**config.mk**
```make
export PLATFORM = sky130hd
export DESIGN_NAME = imem_fetch_ctrl
export DESIGN_NICKNAME = d
export VERILOG_FILES = /design/src/rtl/imem_fetch_ctrl.sv
export SDC_FILE = /design/constraint.sdc
export NUM_CORES = 1
export LEC_CHECK = 0
export ABC_AREA = 1
export CAP_MARGIN = 20
export CORE_MARGIN = 3
export CORE_UTILIZATION = 30
export CTS_CLUSTER_DIAMETER = 50
export DETAILED_ROUTE_END_ITERATION = 8
export GPL_ROUTABILITY_DRIVEN = 0
export GPL_TIMING_DRIVEN = 0
export RECOVER_POWER = 25
export REMOVE_ABC_BUFFERS = 1
export SLEW_MARGIN = 20
export SYNTH_ARGS = -nofsm -noshare
export SYNTH_HDL_FRONTEND = slang
export SYNTH_SLANG_ARGS = --single-unit
```
**constraint.sdc**
```tcl
create_clock -name clk_i -period 6.9 [get_ports clk_i]
set_input_delay 1.38 -clock clk_i [delete_from_list [all_inputs] [get_ports clk_i]]
set_output_delay 1.38 -clock clk_i [all_outputs]
set_load 0.01 [all_outputs]
```
**src/rtl/imem_fetch_ctrl.sv**
```systemverilog
// Instruction fetch sequencer: PC owner, req/ack fetch from instruction memory,
// valid/ready issue to decode, next-PC selection (seq/branch/jump) and fault trap.
module imem_fetch_ctrl #(
  parameter int unsigned              ADDR_SIZE = 32,
  parameter int unsigned              MEM_WIDTH = 32,
  parameter int unsigned              MEM_DEPTH = 1024,
  parameter logic [ADDR_SIZE-1:0]     RESET_PC  = {ADDR_SIZE{1'b0}},
  parameter int unsigned              TIMEOUT   = 15
) (
  input  logic                 clk_i,
  input  logic                 rst_i,
  input  logic                 start_i,
  input  logic                 halt_req_i,
  output logic [ADDR_SIZE-1:0] imem_addr_o,
  output logic                 imem_req_o,
  input  logic                 imem_ack_i,
  input  logic [MEM_WIDTH-1:0] imem_rdata_i,
  output logic [MEM_WIDTH-1:0] instr_o,
  output logic [ADDR_SIZE-1:0] instr_pc_o,
  output logic                 instr_valid_o,
  input  logic                 instr_ready_i,
  input  logic                 br_taken_i,
  input  logic [15:0]          br_offset_i,
  input  logic                 jump_i,
  input  logic [25:0]          jump_target_i,
  output logic                 fault_o,
  output logic                 busy_o
);

  localparam int unsigned          CNT_W    = $clog2(TIMEOUT + 1);
  localparam logic [CNT_W-1:0]     CNT_MAX  = CNT_W'(TIMEOUT);
  localparam logic [ADDR_SIZE-1:0] PC_LIMIT = ADDR_SIZE'(MEM_DEPTH * 4);

  typedef enum logic [2:0] {
    S_IDLE  = 3'd0,
    S_FETCH = 3'd1,
    S_ISSUE = 3'd2,
    S_HALT  = 3'd3,
    S_FAULT = 3'd4
  } state_e;

  state_e                 state_q, state_d;
  logic [ADDR_SIZE-1:0]   pc_q, pc_d;
  logic [MEM_WIDTH-1:0]   instr_q, instr_d;
  logic [ADDR_SIZE-1:0]   instr_pc_q, instr_pc_d;
  logic [CNT_W-1:0]       cnt_q, cnt_d;
  logic                   imem_req_q, instr_valid_q, fault_q, busy_q;

  logic [ADDR_SIZE-1:0]   pc4_s;
  logic [ADDR_SIZE-1:0]   br_target_s;
  logic [ADDR_SIZE-1:0]   jmp_target_s;
  logic [ADDR_SIZE-1:0]   next_pc_s;
  logic [CNT_W-1:0]       cnt_inc_s;

  // Next-PC candidates are formed from the issued instruction's own address.
  assign pc4_s        = instr_pc_q + ADDR_SIZE'(4);
  assign br_target_s  = pc4_s + {{(ADDR_SIZE-18){br_offset_i[15]}}, br_offset_i, 2'b00};
  assign jmp_target_s = {pc4_s[ADDR_SIZE-1:28], jump_target_i, 2'b00};
  assign cnt_inc_s    = cnt_q + CNT_W'(1);

  // Jump outranks a taken branch.
  always_comb begin
    if (jump_i) begin
      next_pc_s = jmp_target_s;
    end else if (br_taken_i) begin
      next_pc_s = br_target_s;
    end else begin
      next_pc_s = pc4_s;
    end
  end

  // Next-state and datapath update.
  always_comb begin
    state_d    = state_q;
    pc_d       = pc_q;
    instr_d    = instr_q;
    instr_pc_d = instr_pc_q;
    cnt_d      = {CNT_W{1'b0}};
    case (state_q)
      S_IDLE, S_HALT: begin
        if (start_i && !halt_req_i) begin
          state_d = S_FETCH;
        end else begin
          state_d = state_q;
        end
      end
      S_FETCH: begin
        if (imem_ack_i) begin
          instr_d    = imem_rdata_i;
          instr_pc_d = pc_q;
          state_d    = S_ISSUE;
        end else if (cnt_inc_s == CNT_MAX) begin
          cnt_d   = cnt_inc_s;
          state_d = S_FAULT;
        end else begin
          cnt_d   = cnt_inc_s;
          state_d = S_FETCH;
        end
      end
      S_ISSUE: begin
        if (instr_ready_i) begin
          pc_d = next_pc_s;
          if (next_pc_s >= PC_LIMIT) begin
            state_d = S_FAULT;
          end else if (halt_req_i) begin
            state_d = S_HALT;
          end else begin
            state_d = S_FETCH;
          end
        end else begin
          state_d = S_ISSUE;
        end
      end
      S_FAULT: begin
        state_d = S_FAULT;
      end
      default: begin
        state_d = S_FAULT;
      end
    endcase
  end

  // State, datapath and registered status outputs decoded from the next state.
  always_ff @(posedge clk_i) begin
    if (rst_i) begin
      state_q       <= S_IDLE;
      pc_q          <= RESET_PC;
      instr_q       <= {MEM_WIDTH{1'b0}};
      instr_pc_q    <= {ADDR_SIZE{1'b0}};
      cnt_q         <= {CNT_W{1'b0}};
      imem_req_q    <= 1'b0;
      instr_valid_q <= 1'b0;
      fault_q       <= 1'b0;
      busy_q        <= 1'b0;
    end else begin
      state_q       <= state_d;
      pc_q          <= pc_d;
      instr_q       <= instr_d;
      instr_pc_q    <= instr_pc_d;
      cnt_q         <= cnt_d;
      imem_req_q    <= (state_d == S_FETCH);
      instr_valid_q <= (state_d == S_ISSUE);
      fault_q       <= (state_d == S_FAULT);
      busy_q        <= (state_d == S_FETCH) || (state_d == S_ISSUE);
    end
  end

  assign imem_addr_o   = pc_q;
  assign imem_req_o    = imem_req_q;
  assign instr_o       = instr_q;
  assign instr_pc_o    = instr_pc_q;
  assign instr_valid_o = instr_valid_q;
  assign fault_o       = fault_q;
  assign busy_o        = busy_q;

endmodule

```
Word level (Yosys, flattened, before mapping)
Index checks and enable logic that the tools add are counted.
{"block": "word_totals", "reg_bits": 107, "in_bits": 82, "out_inout_bits": 100, "wordCells": 38}
{"block": "classes", "n_addsub": 3, "magnitude_cmp": 1, "eq_ne": 7, "muxes": 9, "bitwise": 1, "reduce_logical": 8}
{"cell": "32-bit 2-to-1 mux", "n": 2}
{"cell": "32-bit by 3-bit adder with 32-bit output, second input constant", "n": 1}
{"cell": "32-bit adder", "n": 1}
{"cell": "32-bit by 13-bit greater-or-equal comparator with 1-bit output, second input constant", "n": 1}
{"cell": "3-bit 2-to-1 mux", "n": 5}
{"cell": "3-bit by 2-bit equality test with 1-bit output, second input constant", "n": 3}
{"cell": "3-bit case mux with 3 select lines", "n": 1}
{"cell": "3-bit by 1-bit equality test with 1-bit output, second input constant", "n": 2}
{"cell": "4-bit by 1-bit adder with 4-bit output, second input constant", "n": 1}
{"cell": "4-bit equality test, second input constant", "n": 1}
{"cell": "2-bit AND reduction", "n": 2}
{"cell": "3-bit equality test, second input constant", "n": 1}
{"cell": "3-bit logical NOT", "n": 1}
{"cell": "3-bit OR reduction", "n": 1}
{"cell": "2-bit 2-to-1 mux", "n": 1}
{"cell": "2-bit OR reduction", "n": 1}
{"cell": "1-bit logical AND", "n": 1}
{"cell": "1-bit logical NOT", "n": 1}
{"cell": "1-bit logical OR", "n": 1}
{"cell": "1-bit NOT", "n": 1}

Longest topological paths before layout
Gate-level depths: netlist of run 1.
{"block": "logic_depth", "depth_word": 10, "ltp_mapped": 33}

Worst setup path before layout of run 1
No wires, ideal clock.
{"block": "synth_path", "path_type": "input to register", "from": "input port br_offset_i[0]", "to": "register busy_q (netlist: busy_o)", "setup_ns": 0.115, "arrival_ns": 3.376, "slack_ns": 3.409, "path_stages": 22, "n_path_buf": 0, "cell_sequence": "ha_1 fa_1 nand2_1 nand2_1 nand3_1 nand2_1 nand2_1 nand2_1 nand2_1 nand2_1 nand2_1 nand3_1 nand2_1 nand2_1 nor2_1 nand2_2 nor2_4 nand3_1 nand2_1 nand2_1 nand3_1 nand2_1"}
{"block": "synth_between", "elab_chain_cells": 9, "elab_cells_between_ends": 10}
{"item": "start: declaration", "line_no": "23", "rtl": "input logic [15:0] br_offset_i,"}
{"item": "32-bit adder *", "line_no": "57", "rtl": "assign br_target_s = pc4_s + {{(ADDR_SIZE-18){br_offset_i[15]}}, br_offset_i, 2'b00};"}
{"item": "32-bit 2-to-1 mux *", "line_no": "65", "rtl": "end else if (br_taken_i) begin"}
{"item": "32-bit 2-to-1 mux *", "line_no": "63", "rtl": "if (jump_i) begin"}
{"item": "32-bit by 13-bit greater-or-equal comparator with 1-bit output *", "line_no": "103", "rtl": "if (next_pc_s >= PC_LIMIT) begin"}
{"item": "3-bit 2-to-1 mux *", "line_no": "103"}
{"item": "3-bit 2-to-1 mux *", "line_no": "101", "rtl": "if (instr_ready_i) begin"}
{"item": "3-bit case mux with 3 select lines *", "line_no": "79", "rtl": "case (state_q)"}
{"item": "3-bit by 1-bit equality test with 1-bit output / 3-bit by 2-bit equality test with 1-bit output (equally long branches)", "line_no": "144", "rtl": "busy_q <= (state_d == S_FETCH) || (state_d == S_ISSUE);"}
{"item": "1-bit logical OR *", "line_no": "144"}
{"item": "end signal: assignment", "line_no": "144"}
{"item": "end: declaration", "line_no": "47", "rtl": "logic imem_req_q, instr_valid_q, fault_q, busy_q;"}
Every way passes the cells marked *; elsewhere a longest branch is shown, timed or not.
A chain may end at the register's enable or synchronous reset.

Final worst setup path of run 1
{"block": "layout_path", "from": "input port br_offset_i[15]", "to": "register busy_q (netlist: busy_o)"}
The elaborated chain is that of the path after synthesis.

==> results of run 1 <==
==> layout make-up <==
class	instances	area, um^2
fill	2685	14500
multi-input combinational	931	4500
sequential	107	2140
timing repair buffer	183	1840
inverter	178	673
tap	324	405
clock buffer	9	225
clock inverter	7	101
==> sequential cells by signal (all words and copies together), names as in the netlist <==
name / count
instr_o: 32
imem_req_o: 1
imem_addr_o: 32
busy_o: 1
cnt_q: 4
instr_pc_o: 32
fault_o: 1
state_q: 3
instr_valid_o: 1
==> final timing paths <==
| path | cells after the start | slack [ns] | end |
|---|---|---|---|
| max | 18 | 2.30 | busy_o |
| min | 1 | 0.48 | cnt_q[0] |
| max reg2reg | 27 | 2.73 | busy_o |
| min reg2reg | 1 | 0.48 | cnt_q[0] |
==> per-stage QoR <==
| stage | instances | util | TNS, ns | hold slack, ns |
|---|---|---|---|---|
| 2_1_floorplan | 1216 | - | 0 | 0.430 |
| 3_3_place_gp | 1721 | 0.390 | -0.0157 | 0.447 |
| 3_5_place_dp | 1723 | 0.392 | 0 | 0.454 |
| 4_1_cts | 1739 | 0.405 | 0 | 0.482 |
| 5_1_grt | 1739 | 0.405 | 0 | 0.496 |
| 6_report | 1739 | 0.405 | 0 | 0.476 |
==> cells by family after synthesis <==
family	share of synthesized area
buffers and inverters	0.111
AOI/OAI and AO/OA	0.143
and+or+nand+nor	0.377
DFF	0.287
adders and majority gates	0.0598
xor gates and xnor gates	0.0223
==> power by group <==
part	switching [mW]	internal, mW
clock	0.245	0.321
sequential	0.0457	0.667
combinational	0.325	0.239
==> routing by layer <==
metal | vias up | GRT usage | wire (um)
met5 | - | 0 | 0
met4 | 0 | 0.0604 | 629
li1 | 4265 | - | -
met1 | 3722 | 0.247 | 11600
met3 | 37 | 0.0472 | 1710
met2 | 224 | 0.324 | 11900
==> cells in the final DEF (no fill, tap or decap), types with 34 or more instances in the layout <==
cell type,instances
nand2_1,329
nor2_1,215
inv_1,165
clkdlybuf4s50_1,128
dfxtp_1,107
o21ai_0,99
nand3_1,77
a21oi_1,75
dlygate4sd3_1,51
ha_1,34
==> worst max-delay path, stage by stage <==
cell             delay, ns
clkdlybuf4s50_1       0.84
ha_1                  0.64
nand2_1               0.14
nor2_1                0.25
nand2_1               0.14
nor3_1                0.16
nand2_1               0.10
nand3_1               0.10
nand3_1               0.08
nand2_1               0.10
nand2_1               0.10
nor2_1                0.10
nand2_1               0.07
nor2_2                0.18
nand3_2               0.13
a21oi_4               0.18
nand3_1               0.13
nand2_1               0.08
==> results.ini, run 1 <==
[yosys]
syn_avg_cell_area_um2=5.94
ys_top_cells_by_count=331 x nand2_1, 215 x nor2_1, 166 x inv_1
synth.most_common_cell=nand2_1
ys.flop_type=dfxtp_1
seq_area_frac_synth=0.287
synth_edf_count=0
synth_async_sr_flop_share=0
synth_top_area_share=0.287
syn_area_um2=7450
yosys-top-cells-area=dfxtp_1 29%, nand2_1 17%, nor2_1 11%, inv_1 8.4%, o21ai_0 6.6%
synthCells=1255
synth_top_cell_by_area=dfxtp_1
yosys_warnings=0
ys_ff_latch=107
synth.distinct_cells=39

[floorplan]
die_h_um=164
fp.dieArea_um2=26800
ios=182
fp.coreArea_um2=24400
die_w_um=164
start_util=0.306
fp-row-count=57

[worst_setup_path]
cp.required_ns=7.20
reg2reg_from=instr_pc_o[2]
startpoint_type=input pin
cp-end-kind=register
worstPathMaxFanout=17
startpoint=br_offset_i[15]
arrival_ns=4.90
critPathKind=in -> reg

[pwr]
peakVddDrop_mv=0.142
leakage_nw=4.77
powerDensity_nw_per_um2=186
p_total_mw=1.84

[routing]
drt_pass1_iterations=5
drcViolationCount=0
drtIter0Drc=566
via_count=8248
avgViaCountPerCell=4.74
ant_nets=0
wl_per_cell_um=14.9
wirelength_um=25900

[finish]
fin_area_um2=9890
area_growth_pct=32.6
diodes=0
final_nets=1527
final_layout_size_suffix_gt1_frac=0.0445

[sta]
setup_viol=0
slew_violations=0
fmax_mhz=218
hold_viol_final=0
fin_crit_sh=0.666
finalCriticalPeriod_ns=4.60
final.setup.worst_slack_ns=2.30
slew_headroom=0.247
rsz0062_at_grt=no
fin_skew_ns=0.00821
worst_pin_slew_ns=1.13

[cts]
post_cts_buffers=0
cts_buffer_depth=2
root_buffer=clkbuf_16
cts_buffers=9
clock_latency_ns=0.36
cts_tree=yes
path_clk_slew_ns=0.07
holdBufCountCts=0
cts_resized=0
cts.htree.levels=3
clock-sinks=107

[global_route]
grt_max_degree=82
grt_usage=0.194
grt_remaining_overflow=0
first_global_vias=7793
grt_pass1_wl_um=41000
antenna_found_initial=0

[status]
outcome=finished, final reports clean

[placed_design]
dpl.hpwl_um=20000
dpl-instance-area_um2=9560
post-place-ws_ns=1.95
io_buffers=181

[worst_hold_path]
min-delay-start=cnt_q[0]
hold_class=reg -> reg

[job]
drv_cap=0

Note: power is estimated with default switching activity, not from simulation.
==> inputs of run 2 (changes only) <==
==> constraint.sdc (replaced) <==
create_clock -name clk_i -period 4.04 [get_ports clk_i]
set_input_delay 0.808 -clock clk_i [delete_from_list [all_inputs] [get_ports clk_i]]
set_output_delay 0.808 -clock clk_i [all_outputs]
set_load 0.01 [all_outputs]
==> run 2 against run 1 <==
Utilization is 1.5 points higher. Power is 74% higher. Non-clock buffer count is 4 higher. Wire length is 1.3% higher. Final area is 3.7% higher. Sequential cell count stayed put. Via count is 0.34% higher. Global-route usage hardly changed. Clock skew is 0.0039 ns higher. Sequential power is 71% higher. Critical path type is now reg -> reg. Largest power group unchanged.
==> results.ini, run 2 (synthesis results as in run 1) <==
[status]
outcome=finished, final reports clean  ; unchanged

[finish]
fillCellCount=2650  ; was 2685
final_cell_mix=313 x nand2_1, 198 x nor2_1, 165 x inv_1, 127 x clkdlybuf4s50_1, 98 x o21ai_0  ; was 329 x nand2_1, 215 x nor2_1, 165 x inv_1, 128 x clkdlybuf4s50_1, 107 x dfxtp_1
diodes=0  ; unchanged
area_growth_pct=37.5  ; was 32.6%
final_layout_size_suffix_gt1_frac=0.104  ; was 0.0445
final_common_cell=nand2_1  ; unchanged
final_nets=1531  ; was 1527
final_util=0.420  ; was 0.405

[routing]
via_count=8276  ; was 8248
drcViolationCount=0  ; unchanged
wirelength_um=26200  ; was 25900 um
ant_nets=0  ; unchanged
wl_per_cell_um=15.0  ; was 14.9 um
avgViaCountPerCell=4.75  ; was 4.74
drtIter0Drc=515  ; was 566
drt_pass1_iterations=5  ; unchanged

[sta]
fin_skew_ns=0.0121  ; was 0.00821 ns
finalSetupTns_ns=0  ; unchanged
slew_headroom=0.245  ; was 0.247
slew_violations=0  ; unchanged
setup_viol=0  ; unchanged
fmax_mhz=273
hold_viol_final=0  ; unchanged
holdWs_ns=0.474  ; was 0.476 ns
finalCriticalPeriod_ns=3.66
fin_crit_sh=0.906
worst_pin_slew_ns=1.13  ; about the same

[cts]
cts.htree.levels=3  ; unchanged
path_clk_slew_ns=0.07  ; about the same
root_buffer=clkbuf_16  ; unchanged
cts_tree=yes  ; unchanged
cts_buffers=9  ; unchanged
clock_latency_ns=0.36  ; about the same
clock-sinks=107  ; unchanged
cts_buffer_depth=2  ; unchanged

[placed_design]
dpl.hpwl_um=20000  ; unchanged
io_buffers=181  ; unchanged

[global_route]
antenna_found_initial=0  ; unchanged
grt_remaining_overflow=0  ; unchanged
grt_max_degree=82  ; unchanged
grt_pass1_wl_um=41000  ; unchanged
first_global_vias=7793  ; unchanged
grt_usage=0.194  ; about the same

[worst_setup_path]
critPathKind=reg -> reg  ; was in -> reg
cp.required_ns=4.34  ; was 7.20 ns
cp-end-kind=register  ; unchanged
arrival_ns=3.96  ; was 4.90 ns
crit_slowest_cell=dfxtp_4  ; was clkdlybuf4s50_1
cp_common_cell=nand2_1  ; unchanged
worstPathMaxFanout=5  ; was 17
startpoint_type=register  ; was input pin
max_stage_delay_ns=0.38  ; was 0.84 ns

[pwr]
peakVddDrop_mv=0.241  ; was 0.142 mV
leakage_nw=4.81  ; was 4.77 nW
p_total_mw=3.20  ; was 1.84 mW
powerDensity_nw_per_um2=313  ; was 186 nW/um^2

[floorplan]
die_w_um=164  ; unchanged
fp.coreArea_um2=24400  ; unchanged
ios=182  ; unchanged
fp-row-count=57  ; unchanged
fp.dieArea_um2=26800  ; unchanged
start_util=0.306  ; unchanged
die_h_um=164  ; unchanged

[job]
drv_cap=0  ; unchanged

[worst_hold_path]
hold_class=reg -> reg  ; unchanged

run 2: final timing paths:
check                     start  endpoint  slack [ns]  cells past startpoint
setup / recovery  instr_pc_o[3]    busy_o        0.38                     26
hold / removal         cnt_q[0]  cnt_q[0]        0.47                      1
setup reg to reg  instr_pc_o[3]    busy_o        0.38                     26
hold reg to reg        cnt_q[0]  cnt_q[0]        0.47                      1
run 2: final cells by class:
| cell class | instances | area [um^2] | share of cell area |
|---|---|---|---|
| multi-input combinational | 931 | 4790 | 0.468 |
| sequential | 107 | 2180 | 0.213 |
| timing repair buffer | 187 | 1870 | 0.182 |
| inverter | 178 | 673 | 0.0657 |
| tap | 324 | 405 | 0.0396 |
| clock buffer | 9 | 225 | 0.0220 |
| clock inverter | 7 | 101 | 0.00989 |
run 2: power by group:
| group | total [mW] | switching [mW] | leakage [nW] | internal, mW |
|---|---|---|---|---|
| clock | 0.971 | 0.422 | 0.158 | 0.549 |
| combinational | 1.01 | 0.580 | 3.78 | 0.430 |
| sequential | 1.22 | 0.0809 | 0.880 | 1.14 |
| total | 3.20 | 1.08 | 4.81 | 2.12 |
run 2: worst max-delay path, delay by kind of cell (launching register included):
family	cells	cell delay (ns)
xor gates and xnor gates	1	0.23
adders and majority gates	2	0.48
DFF	1	0.38
and+or+nand+nor	23	2.51
run 2: metal layers:
metal / part of all wire / track usage
met5: 0 / 0
met4: 0.023 / 0.0604
met3: 0.073 / 0.0479
met2: 0.46 / 0.324
met1: 0.44 / 0.246
run 2: per-stage QoR:
stage	setup slack [ns]	instance area, um^2	std cells
global placement	-2.30	9520	1721
global route	-0.0515	10200	1743
finish	0.379	10200	1743
CTS	0.000189	9890	1739
detailed placement	-0.343	9560	1723
floorplan	0.349	7300	1216
run 2: what timing repair did:
item                                    in CTS  in global routing
hold buffers                                 0                  0
gates resized for setup                      2                 99
pin swaps                                    0                 14
setup buffers                                0                  4
gates cloned                                 0                  0
endpoints found under the setup margin       6                  7
